<file path="config.mk">
export PLATFORM = sky130hd
export DESIGN_NAME = hssl_pkt_cmd_decoder
export DESIGN_NICKNAME = d
export VERILOG_FILES = /design/src/rtl/hssl_pkt_cmd_decoder.sv
export SDC_FILE = /design/constraint.sdc
export NUM_CORES = 1
export LEC_CHECK = 0
export CAP_MARGIN = 30
export CORE_MARGIN = 3
export CORE_UTILIZATION = 40
export CTS_CLUSTER_DIAMETER = 50
export CTS_CLUSTER_SIZE = 40
export DETAILED_ROUTE_END_ITERATION = 12
export DONT_BUFFER_PORTS = 1
export PLACE_DENSITY = 0.66
export SYNTH_ARGS = -nofsm -noshare
export SYNTH_HDL_FRONTEND = slang
export SYNTH_SLANG_ARGS = --single-unit
</file>
<file path="constraint.sdc">
create_clock -name clk -period 7.2 [get_ports clk]
set_clock_uncertainty 0.15 [all_clocks]
set_input_delay 0.36 -clock clk [delete_from_list [all_inputs] [get_ports clk]]
set_output_delay 0.36 -clock clk [all_outputs]
set_load 0.01 [all_outputs]
</file>
<file path="src/rtl/hssl_pkt_cmd_decoder.sv">
// Splits HSSL receive packets: command-key packets with payload become register
// write strobes, everything else is forwarded in order through a small FIFO.
module hssl_pkt_cmd_decoder #(
  parameter int unsigned ADR_BITS   = 8,
  parameter logic [31:0] CMD_KEY    = 32'hffff_fe00,
  parameter logic [31:0] CMD_MSK    = 32'hffff_ff00,
  parameter int unsigned FIFO_DEPTH = 4
) (
  input  logic                clk,
  input  logic                reset,
  input  logic [71:0]         pkt_data_in,
  input  logic                pkt_vld_in,
  output logic                pkt_rdy_out,
  output logic [71:0]         pkt_data_out,
  output logic                pkt_vld_out,
  input  logic                pkt_rdy_in,
  output logic [ADR_BITS-1:0] prx_addr_out,
  output logic [31:0]         prx_wdata_out,
  output logic                prx_en_out,
  output logic                cmd_cnt_out,
  output logic                err_cnt_out
);

  localparam int unsigned PW = $clog2(FIFO_DEPTH);
  localparam logic [PW:0] DEPTH_C = FIFO_DEPTH[PW:0];

  logic [71:0]   s_data;
  logic          s_valid;
  logic [71:0]   mem [FIFO_DEPTH];
  logic [PW-1:0] wr_ptr;
  logic [PW-1:0] rd_ptr;
  logic [PW:0]   count;
  logic          s_cmd;
  logic          s_wr;
  logic          s_err;
  logic          accept;
  logic          push;
  logic          pop;

  always_comb begin
    s_cmd  = (s_data[39:8] & CMD_MSK) == (CMD_KEY & CMD_MSK);
    s_wr   = s_valid && s_cmd && s_data[1];
    s_err  = s_valid && s_cmd && !s_data[1];
    push   = s_valid && !s_cmd;
    pop    = (count != '0) && pkt_rdy_in;
    accept = pkt_vld_in && pkt_rdy_out;
  end

  // Counting the stage slot as occupied reserves FIFO room for whatever S holds,
  // so a forward packet in S can always be pushed without stalling.
  assign pkt_rdy_out  = (count + {{PW{1'b0}}, s_valid}) < DEPTH_C;
  assign pkt_vld_out  = (count != '0);
  assign pkt_data_out = mem[rd_ptr];

  always_ff @(posedge clk) begin
    if (push) mem[wr_ptr] <= s_data;
  end

  always_ff @(posedge clk or posedge reset) begin
    if (reset) begin
      s_valid       <= 1'b0;
      s_data        <= '0;
      wr_ptr        <= '0;
      rd_ptr        <= '0;
      count         <= '0;
      prx_addr_out  <= '0;
      prx_wdata_out <= '0;
      prx_en_out    <= 1'b0;
      cmd_cnt_out   <= 1'b0;
      err_cnt_out   <= 1'b0;
    end else begin
      s_valid <= accept;
      if (accept) s_data <= pkt_data_in;

      prx_en_out  <= s_wr;
      cmd_cnt_out <= s_wr;
      err_cnt_out <= s_err;
      if (s_wr) begin
        prx_addr_out  <= s_data[ADR_BITS+7:8];
        prx_wdata_out <= s_data[71:40];
      end

      if (push) wr_ptr <= wr_ptr + 1'b1;
      if (pop)  rd_ptr <= rd_ptr + 1'b1;
      case ({push, pop})
        2'b10:   count <= count + 1'b1;
        2'b01:   count <= count - 1'b1;
        default: count <= count;
      endcase
    end
  end

endmodule

</file>
==> results.sh <==
export IMPL_cp_required_ns=6.69
export IMPL_syn_inst=669
export IMPL_leakagePower_nw=6.476
export IMPL_routed_wirelength_um=30540
export IMPL_routed_via_density=5.155
export IMPL_fill_cells=2921
export IMPL_drv_slew=0
export IMPL_place_area_sq_um=15940
export IMPL_max_stage_delay_ns=0.66
export IMPL_numCtsBuffers=36
export IMPL_htreeDepth=2
export IMPL_r2r_slack_ns=4.24
export IMPL_portBuffers=0
export IMPL_syn_area_per_cell_sq_um=22.77
export IMPL_maxCapViolCount=0
export IMPL_grt_overflow_total=0
export IMPL_fmax_ghz=0.3215
export IMPL_die_h_um=201.2
export IMPL_wl_per_cell_um=23.56
export IMPL_clk_latency_ns=0.54
export IMPL_synthTopCellsByCount="288 x edfxtp_1, 122 x dfrtp_1, 73 x mux2_2"
export IMPL_power_mw=7.488
export IMPL_worst_slack_ns=4.090
export IMPL_pre_cts_ws_ns=4.196
export IMPL_synth_area_leaders="edfxtp_1 57%, dfrtp_1 20%, mux4_2 11%, mux2_2 5.4%, mux2_4 3.9%"
export IMPL_power_density_nw_per_um2=416.1
export IMPL_drcViolationCount=0
export IMPL_rsz0062_at_grt="false"
export IMPL_num_antenna_cells=0
export IMPL_cts_buffer_depth=3
export IMPL_antenna_found_initial=1
export IMPL_hold_viol=0
export IMPL_utilization_pct=48.57
export IMPL_hp_class="in2reg"
export IMPL_startpoint_type="flip-flop"
export IMPL_globalplace_congestion=0.7455
export IMPL_holdPathEnd="s_valid"
export IMPL_ir_worst_vdd_v=0.0002099
export IMPL_reg2reg_to="count[2]"
export IMPL_multi_input_area_sq_um=3373
export IMPL_cts_sinks=410
export IMPL_fin_nets=846
export IMPL_synth_edf_count=288
export IMPL_yosys_register_bits=410
export IMPL_max_slew_margin_rel_pct=36.48
export IMPL_cts_reportedPaths_clkPinSlew_ns=0.08
export IMPL_final_cells=1296
export IMPL_core_sq_um=37050
export IMPL_ctsHoldBuffers=74
export IMPL_crit_chain="buf_16 -> buf_4 -> mux4_2"
export IMPL_postRouteAntennaNets=0
export IMPL_synth_distinct_cells=27
export IMPL_ctsRootBufferMaster="clkbuf_16"
export IMPL_regArea_sq_um=11710
export IMPL_rows=70
export IMPL_status="complete, no violations"
export IMPL_grt_max_degree=70
export IMPL_critPathArrivalTime_ns=2.60
export IMPL_drive_gt1_share_pct=34.09
export IMPL_yosys_area_top_type_share_pct=56.77
export IMPL_grtUsageTotal_pct=15.42
export IMPL_setup_tns_final_ns=0
export IMPL_hold_ws_ns=0.07586
export IMPL_synth_most_common_cell="edfxtp_1"
export IMPL_async_reset_ff_share_pct=29.76
export IMPL_syn_to_final_growth_pct=18.12
export IMPL_stdcell_area_sq_um=17990
export IMPL_grt_pass1_wl_um=47750
export IMPL_syn_num_nets=751
export IMPL_dpl_hpwl_um=18490
export IMPL_dieArea_sq_um=40460
export IMPL_num_vias=6681
export IMPL_io_pins=193
export IMPL_first_global_vias=7352
export IMPL_min_period_ns=3.110
export IMPL_hp_start="pkt_vld_in"
export IMPL_cts_tree="yes"
export IMPL_post_cts_buffers=0
export IMPL_initial_core_util_pct=41.12
export IMPL_hold_path_cell_count=2
export IMPL_yosysWarnings=0
export IMPL_criticalPathCategory="reg2out"
export IMPL_post_cts_resized=0
export IMPL_timing_rr_start="s_data[16]"
export IMPL_yosys_area_top_type="edfxtp_1"
export IMPL_die_w_um=201.2
export IMPL_tightest_slew_ns=0.9527
export IMPL_final_setup_viol_count=0
export IMPL_drt_first_pass_iters=4
export IMPL_seq_area_frac_synth_pct=76.81
export IMPL_drt_initial_drc_count=247
export IMPL_synthFlopType="edfxtp_1"
export IMPL_finalCritPeriodShare_pct=43.20
export IMPL_dp_cells=1154
export IMPL_cp_slowest_cell="mux4_2"
export IMPL_critPathCaptureType="output pin"
export IMPL_syn_cell_area_sq_um=15230
export IMPL_crit_path_max_fanout=41
export IMPL_reg2regPathDepth=10
[flip-flops by register name (all words and copies together) (netlist names)]
register	cells
s_valid	1
count	3
rd_ptr	2
err_cnt_out	1
mem	288
wr_ptr	2
prx_wdata_out	32
cmd_cnt_out	1
prx_addr_out	8
s_data	72
[metal layers]
layer  vias to the layer above  routed length (um)  global-route usage, %
met5                         -                  13                      0
met3                        37                2145                  4.368
met4                         2                 561                  4.291
met2                       211               15530                  25.95
met1                      3558               12290                  19.74
li1                       2873                   -                      -
[report_power, final]
part	total [mW]	internal [mW]	switching [mW]
clock	1.99	1.04	0.946
sequential	3.78	3.35	0.439
combinational	1.71	0.806	0.906
total	7.49	5.20	2.29
[cells in the final DEF, fill, tap and decap left out, types with 2 or more instances in the layout]
cell	Yosys	final
and2_4	0	4
buf_16	0	8
buf_4	1	3
clkbuf_16	0	37
clkinv_4	0	4
clkinv_8	0	4
clkinvlp_4	0	4
dfrtp_1	122	120
dfrtp_4	0	2
dlygate4sd3_1	0	74
edfxtp_1	288	288
ha_1	5	5
inv_1	8	7
inv_6	0	9
inv_8	0	3
mux2_2	73	73
mux2_4	40	40
mux4_2	72	72
nand2_1	4	3
nand4_1	5	5
nor2_1	3	3
xnor2_1	3	3
xor2_1	4	4
[how the worst max path moves through the flow]
stage	slack, ns	from	to	depth (start not counted)
global route	3.88	rd_ptr[0]	pkt_data_out[17]	3
finish	4.09	rd_ptr[0]	pkt_data_out[17]	3
global placement	4.22	s_data[16]	count[2]	10
detailed placement	4.20	rd_ptr[0]	pkt_data_out[6]	2
floorplan	3.45	reset	cmd_cnt_out	1
CTS	3.60	rd_ptr[0]	pkt_data_out[17]	2
[cells by family (layout without fill, tap and decap cells)]
logic type / count (synthesis) / count (layout) / synth area share [%]
flops: 410 / 410 / 76.81
mux: 186 / 186 / 20.05
buf+inv: 36 / 159 / 1.224
fa+ha+maj: 6 / 6 / 0.5421
simple gates: 23 / 23 / 0.9280
compound gates: 1 / 1 / 0.04930
xor+xnor: 7 / 7 / 0.4024
[final cells by class]
class | count | area share, %
Sequential cell | 410 | 65.07
Multi-Input combinational cell | 223 | 18.75
Timing Repair Buffer | 85 | 5.465
Clock buffer | 38 | 5.166
Tap cell | 504 | 3.504
Clock inverter | 28 | 1.856
Inverter | 8 | 0.1947
[critical path: cells and delay by family, from the launching register on]
family   cells  cell delay (ns)
mux          1             0.66
buf+inv      2             0.89
flops        1             0.44
Power figures use the tool's default switching activity.
